### src/rtl/cp0_reg_file_pkg.sv
// rtl/cp0_reg_file_pkg.sv - CP0 addresses, Status/Cause field positions, ExcCodes, reset values
package cp0_reg_file_pkg;

  localparam int DATA_BUS     = 32;
  localparam int CP0_ADDR_BUS = 8;

  localparam logic [7:0] CP0_BADVADDR = 8'h40;
  localparam logic [7:0] CP0_COUNT    = 8'h48;
  localparam logic [7:0] CP0_COMPARE  = 8'h58;
  localparam logic [7:0] CP0_STATUS   = 8'h60;
  localparam logic [7:0] CP0_CAUSE    = 8'h68;
  localparam logic [7:0] CP0_EPC      = 8'h70;

  localparam int STATUS_IE    = 0;
  localparam int STATUS_EXL   = 1;
  localparam int STATUS_IM_LO = 8;
  localparam int STATUS_IM_HI = 15;
  localparam int STATUS_BEV   = 22;

  localparam int CAUSE_EXC_LO = 2;
  localparam int CAUSE_EXC_HI = 6;
  localparam int CAUSE_IP_LO  = 8;
  localparam int CAUSE_IP_HI  = 15;
  localparam int CAUSE_TI     = 30;
  localparam int CAUSE_BD     = 31;

  typedef enum logic [4:0] {
    EXC_INT  = 5'd0,
    EXC_ADEL = 5'd4,
    EXC_ADES = 5'd5,
    EXC_SYS  = 5'd8,
    EXC_BP   = 5'd9,
    EXC_RI   = 5'd10,
    EXC_OV   = 5'd12
  } exc_code_e;

  localparam logic [31:0] STATUS_RESET_VAL = 32'h0040_0000;

  // Only address-error exceptions capture the faulting address into BadVAddr.
  function automatic logic is_addr_exc(input logic [4:0] code);
    return (code == EXC_ADEL) || (code == EXC_ADES);
  endfunction

endpackage

### src/rtl/cp0_reg_file_timer.sv
// rtl/cp0_reg_file_timer.sv - Count/Compare timer with divider and TI flag
// Entire module exists only when CP0_TIMER_EN is defined.
`ifdef CP0_TIMER_EN
module cp0_reg_file_timer
  import cp0_reg_file_pkg::*;
#(
  parameter int COUNT_DIV = 2
) (
  input  logic                clk,
  input  logic                rst_n,
  input  logic                i_count_we,
  input  logic                i_compare_we,
  input  logic [DATA_BUS-1:0] i_wdata,
  output logic [DATA_BUS-1:0] o_count,
  output logic [DATA_BUS-1:0] o_compare,
  output logic                o_ti
);
  localparam logic DIV_LAST = 1'(COUNT_DIV - 1);

  logic                r_div;
  logic [DATA_BUS-1:0] r_count;
  logic [DATA_BUS-1:0] r_compare;
  logic                r_ti;
  logic                w_tick;
  logic [DATA_BUS-1:0] w_count_inc;

  assign w_tick      = (r_div == DIV_LAST);
  assign w_count_inc = r_count + 32'd1;

  always_ff @(posedge clk or negedge rst_n) begin
    if (!rst_n) begin
      r_div     <= 1'b0;
      r_count   <= '0;
      r_compare <= '0;
      r_ti      <= 1'b0;
    end else begin
      if (i_count_we) begin
        r_count <= i_wdata;
        r_div   <= 1'b0;
      end else if (w_tick) begin
        r_count <= w_count_inc;
        r_div   <= 1'b0;
      end else begin
        r_div <= r_div + 1'b1;
      end
      // A Compare write overrides a match on the same edge; loading Count never matches.
      if (i_compare_we) begin
        r_compare <= i_wdata;
        r_ti      <= 1'b0;
      end else if (!i_count_we && w_tick && (w_count_inc == r_compare)) begin
        r_ti <= 1'b1;
      end
    end
  end

  assign o_count   = r_count;
  assign o_compare = r_compare;
  assign o_ti      = r_ti;

endmodule
`endif

### src/rtl/cp0_reg_file.sv
// rtl/cp0_reg_file.sv - CP0 register file: BadVAddr, Status, Cause, EPC, exception/ERET commit, int_req
// Count/Compare timer is built only when CP0_TIMER_EN is defined.
module cp0_reg_file
  import cp0_reg_file_pkg::*;
#(
  parameter int          COUNT_DIV    = 2,
  parameter logic [31:0] STATUS_RESET = STATUS_RESET_VAL
) (
  input  logic                    clk,
  input  logic                    rst_n,
  input  logic                    cp0_write_en,
  input  logic                    cp0_read_en,
  input  logic [CP0_ADDR_BUS-1:0] cp0_addr,
  input  logic [DATA_BUS-1:0]     cp0_write_data,
  output logic [DATA_BUS-1:0]     cp0_read_data,
  input  logic [5:0]              int_i,
  input  logic                    exc_valid,
  input  logic [4:0]              exc_code,
  input  logic [DATA_BUS-1:0]     exc_pc,
  input  logic [DATA_BUS-1:0]     exc_badvaddr,
  input  logic                    exc_in_delay_slot,
  input  logic                    eret,
  output logic [DATA_BUS-1:0]     status_o,
  output logic [DATA_BUS-1:0]     cause_o,
  output logic [DATA_BUS-1:0]     epc_o,
  output logic                    int_req
);
  logic [DATA_BUS-1:0] r_badvaddr;
  logic [DATA_BUS-1:0] r_epc;
  logic [7:0]          r_im;
  logic                r_exl;
  logic                r_ie;
  logic                r_bd;
  logic [4:0]          r_exc_code;
  logic [5:0]          r_ip_hw;
  logic [1:0]          r_ip_sw;

  logic                w_mtc0;
  logic                w_ti;
  logic [DATA_BUS-1:0] w_status;
  logic [DATA_BUS-1:0] w_cause;
  logic [DATA_BUS-1:0] w_read_data;

  // A committing exception drops any MTC0 in the same cycle.
  assign w_mtc0 = cp0_write_en & ~exc_valid;

`ifdef CP0_TIMER_EN
  logic                w_count_we;
  logic                w_compare_we;
  logic [DATA_BUS-1:0] w_count;
  logic [DATA_BUS-1:0] w_compare;

  assign w_count_we   = w_mtc0 & (cp0_addr == CP0_COUNT);
  assign w_compare_we = w_mtc0 & (cp0_addr == CP0_COMPARE);

  cp0_reg_file_timer #(.COUNT_DIV(COUNT_DIV)) u_timer (
    .clk         (clk),
    .rst_n       (rst_n),
    .i_count_we  (w_count_we),
    .i_compare_we(w_compare_we),
    .i_wdata     (cp0_write_data),
    .o_count     (w_count),
    .o_compare   (w_compare),
    .o_ti        (w_ti)
  );
`else
  assign w_ti = 1'b0;
`endif

  if ((COUNT_DIV != 1) && (COUNT_DIV != 2)) begin : g_illegal_count_div
  end

  always_ff @(posedge clk or negedge rst_n) begin
    if (!rst_n) begin
      r_badvaddr <= '0;
      r_epc      <= '0;
      r_im       <= STATUS_RESET[STATUS_IM_HI:STATUS_IM_LO];
      r_exl      <= STATUS_RESET[STATUS_EXL];
      r_ie       <= STATUS_RESET[STATUS_IE];
      r_bd       <= 1'b0;
      r_exc_code <= '0;
      r_ip_hw    <= '0;
      r_ip_sw    <= '0;
    end else begin
      r_ip_hw <= {int_i[5] | w_ti, int_i[4:0]};
      if (exc_valid) begin
        if (!r_exl) begin
          r_epc <= exc_in_delay_slot ? (exc_pc - 32'd4) : exc_pc;
          r_bd  <= exc_in_delay_slot;
        end
        r_exc_code <= exc_code;
        r_exl      <= 1'b1;
        if (is_addr_exc(exc_code)) r_badvaddr <= exc_badvaddr;
      end else if (eret) begin
        r_exl <= 1'b0;
      end
      if (w_mtc0) begin
        case (cp0_addr)
          CP0_STATUS: begin
            r_im  <= cp0_write_data[STATUS_IM_HI:STATUS_IM_LO];
            r_exl <= cp0_write_data[STATUS_EXL];
            r_ie  <= cp0_write_data[STATUS_IE];
          end
          CP0_CAUSE: r_ip_sw <= cp0_write_data[9:8];
          CP0_EPC:   r_epc   <= cp0_write_data;
          default: ;
        endcase
      end
    end
  end

  always_comb begin
    w_status                            = '0;
    w_status[STATUS_BEV]                = 1'b1;
    w_status[STATUS_IM_HI:STATUS_IM_LO] = r_im;
    w_status[STATUS_EXL]                = r_exl;
    w_status[STATUS_IE]                 = r_ie;
    w_cause                             = '0;
    w_cause[CAUSE_BD]                   = r_bd;
    w_cause[CAUSE_TI]                   = w_ti;
    w_cause[CAUSE_IP_HI:CAUSE_IP_LO]    = {r_ip_hw, r_ip_sw};
    w_cause[CAUSE_EXC_HI:CAUSE_EXC_LO]  = r_exc_code;
  end

  always_comb begin
    w_read_data = '0;
    if (cp0_read_en) begin
      case (cp0_addr)
        CP0_BADVADDR: w_read_data = r_badvaddr;
`ifdef CP0_TIMER_EN
        CP0_COUNT:    w_read_data = w_count;
        CP0_COMPARE:  w_read_data = w_compare;
`endif
        CP0_STATUS:   w_read_data = w_status;
        CP0_CAUSE:    w_read_data = w_cause;
        CP0_EPC:      w_read_data = r_epc;
        default:      w_read_data = '0;
      endcase
    end
  end

  assign cp0_read_data = w_read_data;
  assign status_o      = w_status;
  assign cause_o       = w_cause;
  assign epc_o         = r_epc;
  assign int_req       = r_ie & ~r_exl & (|({r_ip_hw, r_ip_sw} & r_im));

endmodule

### config.mk
export PLATFORM = sky130hd
export DESIGN_NAME = cp0_reg_file
export DESIGN_NICKNAME = d
export VERILOG_FILES = /design/src/rtl/cp0_reg_file_pkg.sv /design/src/rtl/cp0_reg_file_timer.sv /design/src/rtl/cp0_reg_file.sv
export SDC_FILE = /design/constraint.sdc
export NUM_CORES = 1
export LEC_CHECK = 0
export CAP_MARGIN = 10
export CELL_PAD_IN_SITES_DETAIL_PLACEMENT = 0
export CELL_PAD_IN_SITES_GLOBAL_PLACEMENT = 1
export CORE_MARGIN = 5
export CORE_UTILIZATION = 27
export DETAILED_ROUTE_END_ITERATION = 8
export GPL_TIMING_DRIVEN = 0
export PLACE_DENSITY_LB_ADDON = 0.1
export SYNTH_ARGS = -nofsm -noshare
export SYNTH_HDL_FRONTEND = slang
export SYNTH_SLANG_ARGS = --single-unit
### constraint.sdc
create_clock -name clk -period 1.6 [get_ports clk]
set_input_delay 0.16 -clock clk [delete_from_list [all_inputs] [get_ports clk]]
set_output_delay 0.16 -clock clk [all_outputs]
set_load 0.02 [all_outputs]
=== Yosys cells after proc, flatten, opt, wreduce, memory -nomap -nowiden ===
Cells that the tools add are included.

* Add/sub/neg operators: 1
* Bitwise gates (word level): 6
* Equality and inequality tests: 6
* Reductions and logical operators: 6
* Mux-type cells: 11

{| class="wikitable"
|+ Operator list
! operator !! count
|-
| 2-to-1 mux 32 bit || 6
|-
| one-hot mux 32 bit (4 select lines) || 1
|-
| equality test 8 x 7 -> 1 bit (second input constant) || 4
|-
| subtractor 32 x 3 -> 32 bit (second input constant) || 1
|-
| equality test 5 x 3 -> 1 bit (second input constant) || 2
|-
| bitwise AND 8 bit || 1
|-
| AND reduction 2 bit || 4
|-
| OR reduction 8 bit || 1
|-
| 2-to-1 mux 1 bit || 4
|-
| bitwise AND 1 bit || 3
|-
| inverter 1 bit || 2
|-
| logical OR 1 bit || 1
|}

* Input bits: 122
* Output and inout bits: 129
* Flip-flop bits (word level): 88
* Word-level logic and storage cells: 39

=== Depth between registers and ports, before layout ===
* Depth in word-level cells: 6
* Depth in mapped cells: 8
* Gate-level depth less buffers: 7

=== Worst setup path after synthesis ===
Ideal clock, no wire load.

* Path type: input to output
* Start point: in cp0_addr[1]
* End point: out cp0_read_data[20]
* Required time: 1.440 ns
* Arrival: 1.794 ns
* Stages: 8
* Slack: -0.354 ns
* Path buffers: 3
* Cells stage by stage: or4_1 nor3_2 buf_4 and2_1 buf_2 buf_4 a22oi_1 nor2_1

* Cells in the longest elaborated chain, start to end: 3
* Elaborated cells between the ends (all ways): 6
* Classes of those cells: eq/ne: 4; mux: 2

{| class="wikitable"
|+ Ends and longest elaborated chain
! element !! line !! text
|-
| from (decl) || cp0_reg_file.sv:13 || <nowiki>input logic [CP0_ADDR_BUS-1:0] cp0_addr,</nowiki>
|-
| equality test 8 x 7 -> 1 bit || cp0_reg_file.sv:128 || <nowiki>case (cp0_addr)</nowiki>
|-
| one-hot mux 32 bit (4 select lines) (*) || cp0_reg_file.sv:128 ||
|-
| 2-to-1 mux 32 bit (*) || cp0_reg_file.sv:127 || <nowiki>if (cp0_read_en) begin</nowiki>
|-
| to (decl) || cp0_reg_file.sv:15 || <nowiki>output logic [DATA_BUS-1:0] cp0_read_data,</nowiki>
|}

Every way passes the cells marked *; elsewhere a longest branch is shown, timed or not.

=== Final worst setup path ===
* Start point: in cp0_addr[1]
* End point: out cp0_read_data[24]

Same word-level chain as after synthesis.

==> results.cfg <==
[logic_synthesis]
ys_warn_count = 0
ys.flop_type = dfrtp_1
avgSynthCellArea_sq_um = 9.46
synth_area_sq_mm = 0.00537
ys_seq_area_frac = 0.410
ys_ff_latch = 88
synth_top_area_share = 0.410
synth_cell_types = 57
synth_edf_count = 0
syn_inst = 568
synthTopCellsByArea = dfrtp_1 (41%), mux2_2 (10%), buf_4 (6.3%), nor2_1 (4.3%), a22oi_1 (3.2%)
synth_largest_area_cell = dfrtp_1
synthArstFlopShare = 1.00

[layout]
nets = 1000
layout.cells.non_filler = 1152
final_common_cell = clkdlybuf4s50_1
layout-drive-gt1-share = 0.372
layout_common_cells = clkdlybuf4s50_1 (131), dfrtp_1 (87), buf_4 (85), buf_6 (51), mux2_2 (48)
synthToLayoutAreaGrowth_pct = 76.3
design_area_sq_mm = 0.00947
post-route-util = 0.485

[detailed_routing]
avgViaCountPerCell = 4.68
ant_nets = 0
first_pass_iters = 4
wire_per_inst_microns = 19.5
vias = 5387
drt_iter0_markers = 222
drc = 0
routed_wirelength_microns = 22500

[pwr]
p_per_area_mw_per_mm2 = 739
vdd_drop_max_uv = 481
p_leak_nw = 4.09

[timing]
setup_violations = 64
worst_slew_pin_slew_ps = 540
setup_ws_ps = -429
rsz0062_at_grt = yes
maxSlewViolCount = 0
finalCritPeriodShare = 1.27
hold_violations = 0
whs_ps = 138
skew_ps = 4.40
fin_crit_ps = 2030
maxSlewHeadroom = 0.639
fmax_mhz = 493

[floorplanning]
die-area_sq_mm = 0.0228
core_area_sq_mm = 0.0195
io-pin-count = 251
die_w_microns = 151
start_util = 0.275
die_h_microns = 151
num_rows = 51

[status]
outcome = finished with violations
violations = setup timing

[worst_setup_path]
cp.required_ps = 1440
worst-path-buf-inv = 5
crit_type = primary input to primary output
cp-start-kind = primary input
cpLargestDelayFamily = simple AND/OR/NAND/NOR gates
slowest_stage = or4_4
endpoint_kind = primary output
path_cells = buf_6, or4_4, nor3_4, buf_4, and2_4, buf_12, buf_12, a22oi_2, nor2_4, buf_6
crit_arrival_ps = 1870
cp_max_fo = 5
slowest_delay_ps = 550

[min_path]
hp-class = primary input to register

[placement]
place_congestion = 0.851
place_area_sq_mm = 0.00821
hpwl_microns = 16800
dp_cells = 1081
port_buffers = 209

[clock_network]
numCtsBuffers = 9
cts.htree.levels = 3
cts_sinks = 88
cts_tree = built
clk_pin_slew_ps = 60
clock_latency_ps = 340
cts-root-buf = clkbuf_16
cts_buffer_depth = 2

[global_routing]
top_usage_layer = met2
grt.overflow.total = 0
antenna_found_initial = 7
grt_usage = 0.194
gr-usage-met2 = 0.324
gr-usage-met1 = 0.242
grt_pass1_wl_microns = 33400
grt_max_degree = 67
grt_pass1_vias = 5635
met3_usage = 0.0521

[job]
cap_viol_max_count = 0
sequential cells by signal, indices dropped and copies added (netlist names):
register,count
r_exc_code,5
r_exl,1
r_im,8
r_bd,1
r_ip_sw,2
r_badvaddr,32
r_ip_hw,6
epc_o,32
r_ie,1
report_power, final:
| part | internal [mW] | switching, mW | leakage (nW) |
|---|---|---|---|
| Sequential | 2.59 | 0.301 | 1.08 |
| Clock | 1.25 | 0.933 | 0.152 |
| Combinational | 1.03 | 0.903 | 2.86 |
worst reg2reg max path, stage by stage (launching register included):
cell and delay (ps):
dfrtp_2 420, buf_6 140, nor2b_1 100, clkbuf_4 230, clkbuf_4 250, nor3_1 70
a211oi_1 210
metal layers:
metal  wire, microns  vias to the layer above
met5              29                        -
li1                -                     2569
met2           10900                      179
met3            1630                       33
met4             474                        6
met1            9440                     2600
metrics by stage:
step / power, mW / setup WS (ps) / TNS, ps
after global routing: 7.34 / -501 / -15930
after detailed placement: 4.77 / -2010 / -109490
final: 7.00 / -429 / -11450
after CTS: 7.04 / -470 / -13050
after floorplan: 3.78 / -232 / -4790
after global placement: 4.74 / -3160 / -383710
worst paths after layout:
| kind | from | end | slack [ps] | depth (start not counted) |
|---|---|---|---|---|
| min in group asynchronous | rst_n | r_badvaddr[1]$_DFFE_PN0P_ | 260 | 2 |
| max | cp0_addr[1] | cp0_read_data[24] | -430 | 10 |
| min | exc_in_delay_slot | r_bd$_DFFE_PN0P_ | 140 | 3 |
| max in group asynchronous | rst_n | epc_o[3]$_DFF_PN0_ | 650 | 3 |
| max reg2reg | r_exl$_DFF_PN0_ | epc_o[18]$_DFF_PN0_ | 80 | 6 |
| min reg2reg | r_badvaddr[3]$_DFFE_PN0P_ | r_badvaddr[3]$_DFFE_PN0P_ | 510 | 1 |
cell usage after synthesis (4+ instances only):
cell      instances
dfrtp_1          88
nor2_1           62
mux2_2           48
buf_4            45
nand2_1          44
o21ai_0          28
a21oi_1          25
a22oi_1          23
nand3_1          18
xnor2_1          17
mux2i_1          16
clkbuf_1         15
nor2b_1          11
nor4_1           11
buf_2             9
nor3_1            9
buf_1             8
a22o_1            7
and2_1            6
inv_1             6
o211ai_1          6
xor2_1            5
a211oi_1          4
nand4_1           4
or3_1             4
or4_1             4
logic make-up after synthesis:
group / count (synthesis) / share of synthesized area
other cells: 2 / 0.00140
compound gates: 107 / 0.129
xor+xnor: 22 / 0.0359
buf+inv: 84 / 0.0936
simple gates: 200 / 0.197
mux: 64 / 0.130
fa+ha+maj: 1 / 0.00233
flops: 88 / 0.410
cell type report:
class	count	area, sq um
Sequential cell	88	2200
Antenna cell	5	12.5
Fill cell	1884	10100
Inverter	6	22.5
Tap cell	265	332
Timing Repair Buffer	263	2650
Multi-Input combinational cell	434	3310
Buffer	75	642
Clock inverter	6	58.8
Clock buffer	10	239
what timing repair did:
| item | CTS | global route |
|---|---|---|
| hold endpoints to repair | 22 | 0 |
| resized for setup | 324 | 82 |
| endpoints found under the setup margin | 111 | 97 |
| pin swaps | 40 | 23 |
| cloned | 4 | 0 |
| hold buffers | 1 | 0 |
| buffers inserted | 30 | 22 |
Note: power is estimated with default switching activity, not from simulation.
==> variant (same settings) <==
Set the package constant `DATA_BUS` to 64 (it was 32).
--- a/src/rtl/cp0_reg_file_pkg.sv
+++ b/src/rtl/cp0_reg_file_pkg.sv
@@ -3,3 +3,3 @@
 
-  localparam int DATA_BUS     = 32;
+  localparam int DATA_BUS     = 64;
   localparam int CP0_ADDR_BUS = 8;
Interface: changed (7 resized); port bits go from 251 to 475. The function was not compared with the original's and may differ.
==> variant against the unedited design <==
- the run still ends with setup timing left
- wire length up 91%
- non-clock buffer count is 270 higher
- sequential power grew 79%
- design area increased by 79%
- maximum frequency is 1.3% lower
- worst setup slack lost 27 ps
- synthesized area increased by 70%
- synthesized cell count is 71% higher
- power grew 83%
- final cell count increased by 73%
- via count up 70%
- sequential share of layout area decreased by 0.85 points
- sequential cell count rose by 64
- largest cell class unchanged
- largest power group unchanged
==> variant: results (changes against the unedited design) <==
[status]
outcome=complete, but fails checks
violations=setup timing

[critical_path]
worst-r2r-setup-slack_ps=0  ; -80 ps
worst_setup_path_endpoint=cp0_read_data[9]
cp_data_arrival_time_ps=1900  ; +30 ps

[logic_synthesis]
synth_area_per_cell_sq_um=9.425  ; -0.39%

[placement]
placed_cells_incl_taps=1890  ; +75%
io_buffers=367  ; +76%
gp_routability_congestion=0.7828  ; -8.0%
hpwl_mm=32.13  ; +91%

[route]
postRouteWirelength_mm=42.99  ; +91%
firstDrtPassIters=7  ; +3

[timing]
setup_slack_ps=-456.2  ; -27.23 ps
setup_violations=109  ; +70%
finalHoldWorstSlack_ps=17.98  ; -120.1 ps
worst_slew_margin_rel_pct=35.38  ; -28 points

[power]
total_leakage_power_nw=7.242  ; +77%
power_density_over_the_cells_nw_per_um2=754.6  ; +2.1%
power.switching_mw=4.033  ; +89%

[grt]
grt.met2_usage_pct=37.27  ; +4.8 points
grt_use_total_pct=21.91  ; +2.5 points
grt_max_degree=83  ; +24%

[clock_network]
post_cts_buffers=45  ; +50%
worstSkewPairLatency_ps=440  ; +100 ps

[layout]
finalNonFillerCells=1997  ; +73%

## variant: layout make-up
cell class	instances	area [sq um]
fillers	3144	16550
multi-input cells	749	6047
repair buffers	446	4458
flip-flops and latches	152	3806
plain buffers	162	1433
well taps	448	560.5
clock buffers	18	439.2
clock inverters	14	198.9
inverters	5	33.78
diodes	3	7.507
## variant: worst max-delay path: stages
cell       delay [ps]
buf_6              90
nor4_4            330
buf_4             170
and4_4            280
clkbuf_16         200
clkbuf_8          200
a22oi_1           110
a21oi_2           170
buf_4             160
## variant: logic make-up after synthesis
| family | synth area share (%) |
|---|---|
| adder cells (fa/ha/maj) | 0.1367 |
| XOR/XNOR | 5.360 |
| AO/OA/AOI/OAI | 14.48 |
| AND/OR/NAND/NOR | 16.23 |
| flip-flops | 41.56 |
| multiplexers | 10.51 |
| buffers and inverters | 11.64 |
| other | 0.08207 |
## variant: per-layer routing
metal,up-vias,share of wire [%]
li1,4383,-
met1,4466,42
met2,286,50
met3,31,6.7
met4,8,1.1
met5,-,0.11
